[src/rtl/sigma_delta_dac_mc.sv]
// Multi-channel sigma-delta DAC: each accepted frame is linearly ramped over 2^INTERP_SHIFT CEN ticks.
// Optional macro SIGMA_DELTA_DAC_MC_SECOND_ORDER_EN selects a second-order modulator (first order otherwise).
// Handshake: a frame transfers on any CLK edge where sample_valid & sample_ready; ready is low while a frame is pending or in RESET.
module sigma_delta_dac_mc #(
  parameter int WIDTH        = 16,
  parameter int CHANNELS     = 2,
  parameter int INTERP_SHIFT = 5
) (
  input  logic                         CLK,
  input  logic                         RESET,
  input  logic                         CEN,
  input  logic [CHANNELS*WIDTH-1:0]    sample_data,
  input  logic                         sample_valid,
  output logic                         sample_ready,
  output logic [CHANNELS-1:0]          DACout,
  output logic                         underrun,
  output logic                         state_dbg,
  output logic [CHANNELS*WIDTH-1:0]    cur_dbg
);

  localparam int FW = WIDTH + INTERP_SHIFT;
  localparam int CW = (INTERP_SHIFT > 0) ? INTERP_SHIFT : 1;
  localparam int DW = WIDTH + 1;
  localparam logic [WIDTH-1:0] MID     = {1'b1, {(WIDTH-1){1'b0}}};
  localparam logic [FW-1:0]    CUR_RST = FW'(MID) << INTERP_SHIFT;

  typedef enum logic {S_HOLD = 1'b0, S_RAMP = 1'b1} state_t;

  state_t                    state_q, state_d;
  logic                      pending_q, pending_d;
  logic [CHANNELS*WIDTH-1:0] frame_q, frame_d;
  logic [CW-1:0]             cnt_q, cnt_d;
  logic [FW-1:0]             cur_q [CHANNELS];
  logic [FW-1:0]             cur_d [CHANNELS];
  logic signed [DW-1:0]      delta_q [CHANNELS];
  logic signed [DW-1:0]      delta_d [CHANNELS];
  logic [CHANNELS-1:0]       dac_q, dac_d;
  logic                      underrun_q, underrun_d;
  logic [WIDTH-1:0]          x_w [CHANNELS];
  logic                      accept;
  logic                      slot_end;
  logic                      load;

  assign sample_ready = ~pending_q & ~RESET;
  assign accept       = sample_valid & sample_ready;
  assign slot_end     = (INTERP_SHIFT == 0) || (cnt_q == '1);
  assign DACout       = dac_q;
  assign underrun     = underrun_q;
  assign state_dbg    = state_q;

`ifdef SIGMA_DELTA_DAC_MC_SECOND_ORDER_EN
  localparam int IW = WIDTH + 4;
  localparam logic signed [IW-1:0] HALF_S = IW'(MID);
  logic signed [IW-1:0] i1_q [CHANNELS];
  logic signed [IW-1:0] i1_d [CHANNELS];
  logic signed [IW-1:0] i2_q [CHANNELS];
  logic signed [IW-1:0] i2_d [CHANNELS];
  logic signed [IW-1:0] u_w [CHANNELS];
  logic signed [IW-1:0] fb_w [CHANNELS];
  logic signed [IW-1:0] i1n_w [CHANNELS];
  logic signed [IW-1:0] i2n_w [CHANNELS];
`else
  logic [WIDTH-1:0] acc_q [CHANNELS];
  logic [WIDTH-1:0] acc_d [CHANNELS];
  logic [WIDTH:0]   msum_w [CHANNELS];
`endif

  // The modulator always sees the registered interpolator value: one tick of pipeline.
  for (genvar c = 0; c < CHANNELS; c++) begin : g_ch
    assign x_w[c] = cur_q[c][FW-1 -: WIDTH];
    assign cur_dbg[c*WIDTH +: WIDTH] = x_w[c];
`ifdef SIGMA_DELTA_DAC_MC_SECOND_ORDER_EN
    assign u_w[c]   = IW'($signed({1'b0, x_w[c]})) - HALF_S;
    assign fb_w[c]  = dac_q[c] ? HALF_S : -HALF_S;
    assign i1n_w[c] = i1_q[c] + u_w[c] - fb_w[c];
    assign i2n_w[c] = i2_q[c] + i1n_w[c] - fb_w[c];
`else
    assign msum_w[c] = {1'b0, acc_q[c]} + {1'b0, x_w[c]};
`endif
  end

  always_comb begin
    state_d    = state_q;
    pending_d  = pending_q;
    frame_d    = frame_q;
    cnt_d      = cnt_q;
    cur_d      = cur_q;
    delta_d    = delta_q;
    underrun_d = 1'b0;
    load       = 1'b0;
    if (accept) begin
      pending_d = 1'b1;
      frame_d   = sample_data;
    end
    if (CEN) begin
      case (state_q)
        S_HOLD: begin
          if (pending_q) begin
            load    = 1'b1;
            state_d = S_RAMP;
            cnt_d   = '0;
          end
        end
        S_RAMP: begin
          for (int c = 0; c < CHANNELS; c++) begin
            cur_d[c] = cur_q[c] + FW'(delta_q[c]);
          end
          cnt_d = (INTERP_SHIFT == 0) ? '0 : cnt_q + CW'(1);
          // At a slot end cur_d is exactly the previous frame, so a pending frame chains without a gap.
          if (slot_end) begin
            if (pending_q) begin
              load = 1'b1;
            end else begin
              state_d    = S_HOLD;
              underrun_d = 1'b1;
            end
          end
        end
        default: state_d = S_HOLD;
      endcase
      if (load) begin
        pending_d = 1'b0;
        for (int c = 0; c < CHANNELS; c++) begin
          delta_d[c] = $signed({1'b0, frame_q[c*WIDTH +: WIDTH]})
                     - $signed({1'b0, cur_d[c][FW-1 -: WIDTH]});
        end
      end
    end
  end

  always_comb begin
    dac_d = dac_q;
`ifdef SIGMA_DELTA_DAC_MC_SECOND_ORDER_EN
    i1_d = i1_q;
    i2_d = i2_q;
    if (CEN) begin
      for (int c = 0; c < CHANNELS; c++) begin
        i1_d[c]  = i1n_w[c];
        i2_d[c]  = i2n_w[c];
        dac_d[c] = ~i2n_w[c][IW-1];
      end
    end
`else
    acc_d = acc_q;
    if (CEN) begin
      for (int c = 0; c < CHANNELS; c++) begin
        acc_d[c] = msum_w[c][WIDTH-1:0];
        dac_d[c] = msum_w[c][WIDTH];
      end
    end
`endif
  end

  always_ff @(posedge CLK) begin
    if (RESET) begin
      state_q    <= S_HOLD;
      pending_q  <= 1'b0;
      frame_q    <= '0;
      cnt_q      <= '0;
      dac_q      <= '0;
      underrun_q <= 1'b0;
      for (int c = 0; c < CHANNELS; c++) begin
        cur_q[c]   <= CUR_RST;
        delta_q[c] <= '0;
      end
    end else begin
      state_q    <= state_d;
      pending_q  <= pending_d;
      frame_q    <= frame_d;
      cnt_q      <= cnt_d;
      dac_q      <= dac_d;
      underrun_q <= underrun_d;
      cur_q      <= cur_d;
      delta_q    <= delta_d;
    end
  end

`ifdef SIGMA_DELTA_DAC_MC_SECOND_ORDER_EN
  always_ff @(posedge CLK) begin
    if (RESET) begin
      for (int c = 0; c < CHANNELS; c++) begin
        i1_q[c] <= '0;
        i2_q[c] <= '0;
      end
    end else begin
      i1_q <= i1_d;
      i2_q <= i2_d;
    end
  end
`else
  always_ff @(posedge CLK) begin
    if (RESET) begin
      for (int c = 0; c < CHANNELS; c++) begin
        acc_q[c] <= MID;
      end
    end else begin
      acc_q <= acc_d;
    end
  end
`endif

endmodule
[config.mk]
export PLATFORM = sky130hd
export DESIGN_NAME = sigma_delta_dac_mc
export DESIGN_NICKNAME = d
export VERILOG_FILES = /design/src/rtl/sigma_delta_dac_mc.sv
export SDC_FILE = /design/constraint.sdc
export NUM_CORES = 1
export LEC_CHECK = 0
export CORE_UTILIZATION = 60
export DETAILED_ROUTE_END_ITERATION = 10
export PLACE_DENSITY = 0.82
export SLEW_MARGIN = 30
export SYNTH_ARGS = -nofsm -noshare
export SYNTH_HDL_FRONTEND = slang
export SYNTH_SLANG_ARGS = --single-unit
[constraint.sdc]
create_clock -name CLK -period 7.86 [get_ports CLK]
set_input_delay 1.572 -clock CLK [delete_from_list [all_inputs] [get_ports CLK]]
set_output_delay 1.572 -clock CLK [all_outputs]
set_load 0.01 [all_outputs]
==> summary.md, run 1 <==
| Metric | Value |
|---|---|
| Status | finished clean |
| Starting Density | 0.617 |
| Grt total ovfl | 0 |
| Max Root-Sink Buffers | 2 |
| CTS Buf Count | 17 |
| Hpwl dp | around 17000 µm |
| Pwr per Cell Area | 172 nW/µm² |
| CP required | just over 8 ns |
| Crit-path cells | ha_1, inv_1, fa_1, nor2b_1, o31a_1, o21a_1, nor2_1, xnor2_1, mux2i_1, ha_1, nor2b_1, o21a_1, o21ai_0, a211oi_1, maj3_2, maj3_2, a221o_1, maj3_2, o2111ai_2, o311ai_1, nor4b_1, a311o_1 |
| Critical Path End Type | flip-flop |
| Pin count of the biggest net entering global routing | just under 80 |
| I/O Buffers | 72 |
| Final hold slack | approximately 0.46 ns |
| Cell mode on critical path | maj3_2 |
| Fmax | roughly 190 MHz |
| Area grow syn2layout | 10.8% |
| Final Net Count | around 1.4k |
| Final Setup Violations | 0 |
| Quantity of hold-fixing buffers added after cts | 0 |
| Syn Nets | about 1.4k |
| Crit path buffers/inverters | 1 |
| Sw Share | 0.279 |
| CTS tree | yes |
| Reg-to-reg slack, setup | 2.52 ns |
| Clock power share | 0.411 |
| Filler cells | approximately 1.4k |
| WP data arrival | 5.66 ns |
| Worst skew pair latency | ~0.43 ns |
| Slew HR | 0.343 |
| GRT Util Overall | 0.284 |
| DRC | 0 |
| Post_cts resized | 0 |
| Worst VDD drop | around 180 µV |
| Crit-path leading delay family | compound AO/OA/AOI/OAI gates |
| Max-cap violations | 0 |
| WHS Path Cells | 2 |
| Syn. warnings | 0 |
| Cell area after placement | between 10000 and 15000 µm² |
| Cell variety after synth | around 80 |
| Standard-cell rows | between 40 and 50 |
| Most common cell after layout, fill and taps aside | nand2_1 |
| Worst R2R Start | cur_q[21] |
| I/O pins | 73 |
| Worst path slowest cell | fa_1 |
| CTS clk-pin slew, worst paths | 0.06 ns |
| Hold endpoint | cur_q[4] |
| GP Congestion | between 0.8 and 0.9 |
| DRT Pass-1 Iters | 8 |
| P_leak | ~0.0047 µW |
| Fin crit period | about 5.3 ns |
| Mean Syn Cell Area | 8.15 µm² |
| Yosys reg bits | 150 |
| Pwr Total | around 2000 µW |
| First-pass GRT wire length | roughly 41000 µm |
| Clock sinks | 150 |
| RR Endpoint | delta_q[32] |
| Via/cell ratio | slightly below 6 |
| Unrepaired setup endpoints after global routing | false |
| Post-CTS Repair Setup Buffers | 0 |
| Syn Inst Count | ~1.3k |
| Sequential share of power | 0.417 |
| Antenna-violating nets left | 0 |
| Initial antenna violation count | 0 |
| Die height | roughly 130 µm |
| Post-route cell area | 11400 µm² |
| P_int | 1420 µW |
| Die Width | 133 µm |
| Most frequent cells in the layout | 182 x nand2_1, 149 x dfxtp_1, 114 x a21oi_1 |
| Sw Pwr | between 500 and 600 µW |
| Count of pins over their slew limit | 0 |
| Comb power frac | 0.172 |
| Synthesized area | about 10000 µm² |
| DR WL/cell | 15.9 µm |
| Setup TNS Final | 0 ns |
| Iter 0 DRT Violations | ~600 |
| H-Tree Level Count | 4 |
| Setup crit start kind | flip-flop |
| EDFF count, synth | 0 |
| DIE AREA | 17700 µm² |
| Slew at the pin with the worst max-slew slack | slightly below 1 ns |
| Routed wire length | approximately 24000 µm |
| Setup CP Type | reg -> reg |
| Layout cells sized above 1 | 0.0621 |
| Sequential share of the synthesized area | 0.291 |
| Number of global-route vias before repair | 8503 |
| Diode count | 0 |
| Core Area | ~17000 µm² |
| Fraction of registers with async set/reset | 0 |
| CP max FO | 4 |
| Period Utilization, post-route | 0.679 |
| Worst Hold Class | reg -> reg |
| Vias post-DR | between 8k and 9k |
| Final Hold Viols | 0 |
| CTS root buffer | clkbuf_16 |
| Hold Path Origin | cur_q[4] |
| R2R cell count | 22 |
| Slowest cell delay on critical path | between 0.3 and 0.4 ns |
| Clock skew | around 0.0074 ns |
| Prevailing post-synth register cell | dfxtp_1 |
## sequential cells by signal, summed over array words and instances (netlist names), 2 cells and up
signal	cells
acc_q	32
frame_q	32
cur_dbg	32
delta_q	34
DACout	2
cnt_q	5
cur_q	10
## cell families (layout without fill, tap and decap cells)
kind of cell             after synthesis  after routing  synth area share
AND/OR/NAND/NOR                      400            400             0.174
AO/OA/AOI/OAI                        344            344             0.216
flip-flops                           150            150             0.291
buffers and inverters                132            156            0.0675
adder cells (fa/ha/maj)              115            115             0.141
XOR/XNOR                              77             77            0.0655
multiplexers                          46             46            0.0451
## cell usage after synthesis (7+ instances only)
cell / number / area, µm²
nand2_1: 182 / 683
dfxtp_1: 150 / 3000
a21oi_1: 115 / 576
nor2_1: 102 / 383
ha_1: 96 / 1200
o21ai_0: 72 / 360
xnor2_1: 48 / 420
inv_1: 43 / 161
mux2i_1: 43 / 430
clkbuf_1: 41 / 154
buf_4: 32 / 240
xor2_1: 29 / 254
a211oi_1: 26 / 195
a21o_1: 23 / 173
nor3_1: 21 / 105
o21a_1: 17 / 128
nand3_1: 16 / 80.1
nor2b_1: 16 / 100
nand2b_1: 15 / 93.8
a31oi_1: 12 / 75.1
maj3_1: 10 / 100
o31ai_1: 9 / 67.6
or3_1: 9 / 56.3
and3_1: 8 / 50.1
a21boi_0: 7 / 52.6
o211ai_1: 7 / 52.6
## layout make-up
class                      count  area, µm²  area share
clock inverter                13        133      0.0116
multi-input combinational    982       6620       0.580
inverter                      45        169      0.0148
clock buffer                  19        443      0.0388
tap                          220        275      0.0241
timing repair buffer          79        773      0.0677
sequential                   150       3000       0.263
## stage by stage
step	util	setup WS (ns)	std cells
final	0.684	2.52	1508
after global routing	0.684	2.17	1508
after CTS	0.684	2.53	1508
after detailed placement	0.649	2.59	1476
after global placement	0.648	2.77	1475
after floorplan	-	3.01	1264
## power by group through the flow
stage	combinational, µW	clock [µW]	sequential, µW
floorplan	265	0	825
global placement	323	0	835
detailed placement	331	0	836
CTS	337	814	819
global route	376	851	823
finish	338	808	820
## tightest hold or removal path, cell delays in order, from the launching register on
cell     delay, ns
dfxtp_1       0.31
nand2_1       0.05
a21oi_1       0.05
## per-layer routing
metal  vias to the layer above  global-route usage  share of wire  wire length [µm]
met3                        52              0.0490          0.042              1020
li1                       4462                   -              -                 -
met2                       203               0.501           0.49             11800
met4                         0               0.119          0.033               797
met5                         -                   0              0                 0
met1                      4146               0.339           0.43             10400
## how the worst max path moves through the flow
| stage | from | end | slack (ns) | cells past startpoint |
|---|---|---|---|---|
| finish | cur_q[21] | delta_q[32] | 2.52 | 22 |
| global route | cur_q[21] | delta_q[32] | 2.17 | 22 |
| CTS | cur_q[21] | delta_q[32] | 2.53 | 22 |
| detailed placement | cur_q[21] | delta_q[32] | 2.59 | 22 |
| global placement | cur_q[21] | delta_q[32] | 2.77 | 22 |
| floorplan | state_dbg | delta_q[32] | 3.01 | 18 |
Note: power is estimated with default switching activity, not from simulation.
==> run 2: changes to the inputs <==
Clock period 7.86 ns to 5.6 ns, I/O delays scaled along.
==> run 2 against run 1 <==
Compared with the run above: die area did not move; critical path depth is the same; count of clock-buffer cells in the layout unchanged; combinational power rose by 42%; register-to-register slack worse by 2.1 ns; clock skew about the same; critical endpoint unchanged; clock power increased by 51%; fmax increased by 2.5%.
==> summary.md, run 2 (synthesis gave the netlist of run 1 again) <==
| Metric | Value |
|---|---|
| DRT Pass-1 Iters | 5 |
| CTS tree | yes |
| Final Net Count | roughly 1.4k |
| Max-cap violations | 0 |
| Period Utilization, post-route | 0.931 |
| P_int | a little over 2000 µW |
| Cell mode on critical path | maj3_2 |
| Unrepaired setup endpoints after global routing | false |
| Setup TNS Final | 0 ns |
| Clock power share | 0.428 |
| Max FFs per register | 34 |
| Iter 0 DRT Violations | between 400 and 500 |
| CP required | 5.92 ns |
| DIE AREA | around 18000 µm² |
| CTS root buffer | clkbuf_16 |
| Quantity of hold-fixing buffers added after cts | 0 |
| DR WL/cell | 16.2 µm |
| Final hold slack | approximately 0.46 ns |
| Sequential share of power | 0.404 |
| Pin count of the biggest net entering global routing | a little under 80 |
| Hpwl dp | 16800 µm |
| Antenna-violating nets left | 0 |
| Slew at the pin with the worst max-slew slack | 0.930 ns |
| Status | finished clean |
| Final Hold Viols | 0 |
| CTS clk-pin slew, worst paths | 0.06 ns |
| Dpl cells | 1479 |
| Clock sinks | 150 |
| Final non-filler cell total | approximately 1.5k |
| Clock skew | 0.00725 ns |
| Grt total ovfl | 0 |
| I/O Buffers | between 70 and 80 |
| First-pass GRT wire length | 41000 µm |
| Number of global-route vias before repair | around 8.6k |
| Most common cell after layout, fill and taps aside | nand2_1 |
| Fin crit period | about 5.2 ns |
| Setup CP Type | reg -> reg |
| Filler cells | approximately 1.4k |
| I/O pins | 73 |
| Final Setup Violations | 0 |
| P_leak | about 0.0047 µW |
| Initial antenna violation count | 0 |
| Count of pins over their slew limit | 0 |
| Worst Hold Class | reg -> reg |
| GP Congestion | approximately 0.9 |
| Diode count | 0 |
| Vias post-DR | between 8k and 9k |
| Post-CTS Repair Setup Buffers | 0 |
| Sw Share | 0.273 |
| Sw Pwr | between 700 and 800 µW |
| WP data arrival | between 5 and 6 ns |
| Biggest register | delta_q |
| DRC | 0 |
| Worst VDD drop | around 250 µV |
| Setup crit start kind | flip-flop |
| Starting Density | 0.617 |
| Routed wire length | around 24000 µm |
| Slew HR | 0.379 |
| Via/cell ratio | a little under 6 |
| Area grow syn2layout | 11.6% |
| CP max FO | 4 |
| Core Area | between 15000 and 20000 µm² |
| Critical Path End Type | flip-flop |
| Comb power frac | 0.168 |
| Fmax | between 150 and 200 MHz |
| Standard-cell rows | 47 |
| Pwr per Cell Area | ~250 nW/µm² |
| CTS Buf Count | 17 |
| Worst path slowest cell | fa_1 |
| Post_cts resized | 0 |
| Crit-path cells | ha_1, inv_1, fa_1, nor2b_1, o31a_1, o21a_1, nor2_1, xnor2_1, mux2i_2, ha_1, nor2b_1, o21a_1, o21ai_2, a211oi_1, maj3_2, maj3_2, a221o_1, maj3_2, o2111ai_2, o311ai_1, nor4b_1, a311o_1 |
| GRT Util Overall | 0.287 |
| Layout cells sized above 1 | 0.0651 |
| Most frequent cells in the layout | 182 x nand2_1, 149 x dfxtp_1, 114 x a21oi_1 |
| Worst skew pair latency | approximately 0.43 ns |
| Die Width | around 130 µm |
| Max Root-Sink Buffers | 2 |
| Slowest cell delay on critical path | around 0.37 ns |
| Die height | about 130 µm |
| H-Tree Level Count | 4 |
## run 2: final cells by class
class                      count  area [µm²]  share of cell area
multi-input combinational    982        6630               0.576
sequential                   150        3000               0.261
timing repair buffer          82         808              0.0703
clock buffer                  19         433              0.0376
tap                          220         275              0.0239
clock inverter                13         181              0.0158
inverter                      45         169              0.0147
## run 2: final timing paths
path	from	end	slack [ns]	cells past startpoint
worst min-delay path	cur_q[4]	cur_q[4]	0.46	2
worst min register to register	cur_q[4]	cur_q[4]	0.46	2
worst max-delay path	delta_q[17]	delta_q[32]	0.39	22
worst max register to register	delta_q[17]	delta_q[32]	0.39	22
## run 2: through the flow
step | utilization | cell area, µm² | setup WS (ns) | power, µW
global route | 0.688 | 11500 | 0.0345 | 2960
detailed placement | 0.651 | 10900 | 0.256 | 1640
floorplan | - | 10300 | 0.753 | 1530
CTS | 0.688 | 11500 | 0.126 | 2850
global placement | 0.650 | 10800 | 0.499 | 1630
finish | 0.688 | 11500 | 0.389 | 2850
## run 2: power groups by stage
stage,registers (µW),clock network (µW),logic [µW]
6_report,1150,1220,480
5_1_grt,1150,1270,531
4_1_cts,1150,1230,476
3_5_place_dp,1170,0,469
3_3_place_gp,1170,0,455
2_1_floorplan,1160,0,372
## run 2: critical path, delay by kind of cell, from the launching register on
kind | cells | cell delay, ns
adder cells (fa/ha/maj) | 6 | 1.88
multiplexers | 1 | 0.15
AND/OR/NAND/NOR | 4 | 0.54
buffers and inverters | 1 | 0.06
flip-flops | 1 | 0.35
XOR/XNOR | 1 | 0.25
AO/OA/AOI/OAI | 9 | 1.88
## run 2: per-layer routing
metal  up-vias  track usage  routed length [µm]
met1      4170        0.334               10500
met4         0        0.125                 820
met2       185        0.518               12300
met5         -            0                   0
li1       4476            -                   -
met3        52       0.0448                 865
==> run 3: changes to the inputs <==
Settings changed: ABC_AREA set to 1.
==> run 3 against run 2 <==
Compared with the run above: the flow now finishes with violations (design-rule violations); clock power decreased by 12%; core utilization decreased by 0.25 points; clock skew grew 0.0013 ns; global-route usage is 4.5 points higher; sequential share of layout area shrank 2.0 points; cell area is 8.3% higher; power grew 7.5%; first-iteration DRC count increased by 73%; wire length grew 28%; sequential power rose by 4%; fmax up 30%; non-clock buffer count up 2; critical path type unchanged; critical endpoint unchanged; largest power group is now sequential cells; highest routed layer unchanged.
==> summary.md, run 3 <==
| Metric | Value |
|---|---|
| Via/cell ratio | 5.64 |
| Diode count | 0 |
| Final Net Count | between 1.5k and 2k |
| WP data arrival | 4.33 ns |
| Core Area | around 18000 µm² |
| Slowest cell delay on critical path | between 0.3 and 0.4 ns |
| Routed wire length | 31200 µm |
| Setup crit start kind | flip-flop |
| GP Congestion | approximately 0.95 |
| Largest cells by area after synthesis | dfxtp_1 27%, nand2_1 13%, ha_1 11% |
| Most frequent cells after synthesis | 396 x nand2_1, 228 x inv_1, 150 x dfxtp_1, 140 x nor2_1, 135 x o21ai_0 |
| Status | finished with violations |
| Synthesized area | around 11000 µm² |
| Max FFs per register | 34 |
| Post-synth top area share | 0.267 |
| Most common cell after layout, fill and taps aside | nand2_1 |
| Pin count of the biggest net entering global routing | 78 |
| Filler cells | about 1.6k |
| DRC | 2 |
| Unrepaired setup endpoints after global routing | false |
| Syn Nets | between 1.5k and 2k |
| Syn. warnings | 0 |
| Die height | between 100 and 150 µm |
| Fraction of registers with async set/reset | 0 |
| Worst path slowest cell | fa_1 |
| P_leak | between 0.006 and 0.007 µW |
| Setup CP Type | reg -> reg |
| Hold endpoint | delta_q[0] |
| WHS Path Cells | 2 |
| Worst Hold Class | reg -> reg |
| Pwr per Cell Area | 246 nW/µm² |
| Starting Density | 0.620 |
| Critical Path End Type | flip-flop |
| R2R cell count | 25 |
| Mean Syn Cell Area | approximately 6.6 µm² |
| Most frequent cells in the layout | 396 x nand2_1, 228 x inv_1, 150 x dfxtp_1 |
| DR WL/cell | ~16 µm |
| Vias post-DR | 11.1k |
| DRT Pass-1 Iters | 9 |
| Cell mode on critical path | nand2_1 |
| Reg-to-reg slack, setup | 1.60 ns |
| Syn Inst Count | approximately 1.7k |
| Final Hold Viols | 0 |
| Max Root-Sink Buffers | 2 |
| Fin crit period | about 4 ns |
| Final Setup Violations | 0 |
| I/O Buffers | 72 |
| Yosys reg bits | 150 |
| RR Endpoint | delta_q[32] |
| Quantity of hold-fixing buffers added after cts | 0 |
| Iter 0 DRT Violations | around 830 |
| Crit-path leading delay family | compound AO/OA/AOI/OAI gates |
| CTS Buf Count | 17 |
| Most area-hungry cell type in the Yosys netlist | dfxtp_1 |
| Crit path buffers/inverters | 4 |
| GRT Util Overall | 0.332 |
| Standard-cell rows | between 40 and 50 |
| CTS clk-pin slew, worst paths | ~0.060 ns |
| Failing checks | design-rule violations |
| Layout cells sized above 1 | 0.0692 |
| Worst VDD drop | 225 µV |
| Setup TNS Final | 0 ns |
| Pwr Total | slightly above 3000 µW |
| Die Width | ~140 µm |
| Biggest register | delta_q |
| CTS root buffer | clkbuf_16 |
| DIE AREA | slightly below 20000 µm² |
| Grt total ovfl | 0 |
| Antenna-violating nets left | 0 |
| EDFF count, synth | 0 |
| Count of pins over their slew limit | 0 |
| Area grow syn2layout | 10.7% |
| Worst skew pair latency | 0.43 ns |
| I/O pins | 73 |
| First-pass GRT wire length | 51100 µm |
| Clock skew | 0.00853 ns |
| Slew at the pin with the worst max-slew slack | approximately 0.99 ns |
| H-Tree Level Count | 4 |
| Sequential share of the synthesized area | 0.267 |
| Clock sinks | 150 |
| CP max FO | 4 |
| Initial antenna violation count | 0 |
| Hold Path Origin | delta_q[0] |
| Post-CTS Repair Setup Buffers | 0 |
| Post_cts resized | 0 |
| CTS tree | yes |
| Fin util | 0.686 |
| CP required | approximately 5.9 ns |
| Cell variety after synth | 50 |
| Max-cap violations | 0 |
| Hpwl dp | about 23000 µm |
| Slew HR | 0.338 |
| Period Utilization, post-route | 0.714 |
| Most common cell in the netlist | nand2_1 |
| Number of global-route vias before repair | 10.6k |
| Prevailing post-synth register cell | dfxtp_1 |
| Worst R2R Start | cur_q[21] |
| Fmax | between 200 and 300 MHz |
[run 3: tightest hold or removal path: cells and delay by family, from the launching register on]
kind	cells	cell delay (ns)
flip-flops	1	0.33
AO/OA/AOI/OAI	1	0.06
AND/OR/NAND/NOR	1	0.05
[run 3: worst max path at each step]
stage / slack, ns / from / cells past startpoint / to
2_1_floorplan: 2.17 / cur_q[0] / 26 / delta_q[12]
3_3_place_gp: 1.82 / delta_q[17] / 22 / delta_q[33]
3_5_place_dp: 1.71 / cur_q[0] / 26 / delta_q[12]
4_1_cts: 1.63 / cur_q[21] / 25 / delta_q[32]
5_1_grt: 1.24 / cur_q[21] / 25 / delta_q[32]
6_report: 1.60 / cur_q[21] / 25 / delta_q[32]
[run 3: logic make-up (layout without fill, tap and decap cells)]
logic type	after synthesis	count (layout)	share of synthesized area
AND/OR/NAND/NOR	750	750	0.293
buffers and inverters	319	353	0.118
AO/OA/AOI/OAI	314	314	0.152
flip-flops	150	150	0.267
adder cells (fa/ha/maj)	102	102	0.118
XOR/XNOR	64	64	0.0499
multiplexers	2	2	0.00178
[run 3: metal layers]
layer  vias up  global-route usage  wire [µm]
met5         -                   0          0
met4         0               0.167       1230
met3        72              0.0449       1630
met2       340               0.603      15400
met1      5122               0.382      13000
li1       5544                   -          -
[run 3: where the power goes]
part / internal, µW / leakage, µW / total (µW) / switching [µW]
clock network: 584 / 0.000249 / 1070 / 490
registers: 1140 / 0.00123 / 1200 / 61.7
logic: 307 / 0.00502 / 791 / 485
total: 2030 / 0.00650 / 3060 / 1040
[run 3: area by class of cell]
type | instances | area [µm²] | area share
clock buffers | 19 | 453 | 0.0364
clock inverters | 12 | 82.6 | 0.00663
inverters | 238 | 896 | 0.0720
multi-input cells | 1232 | 6920 | 0.556
flip-flops and latches | 150 | 3000 | 0.241
well taps | 229 | 287 | 0.0230
repair buffers | 84 | 806 | 0.0647
[run 3: through the flow]
step                area, µm²  cells  hold slack [ns]  setup WS [ns]
floorplan               11200   1701            0.430           2.17
global placement        11900   1933            0.447           1.82
detailed placement      11900   1933            0.453           1.71
CTS                     12400   1964            0.468           1.63
global route            12400   1964            0.488           1.24
finish                  12400   1964            0.465           1.60
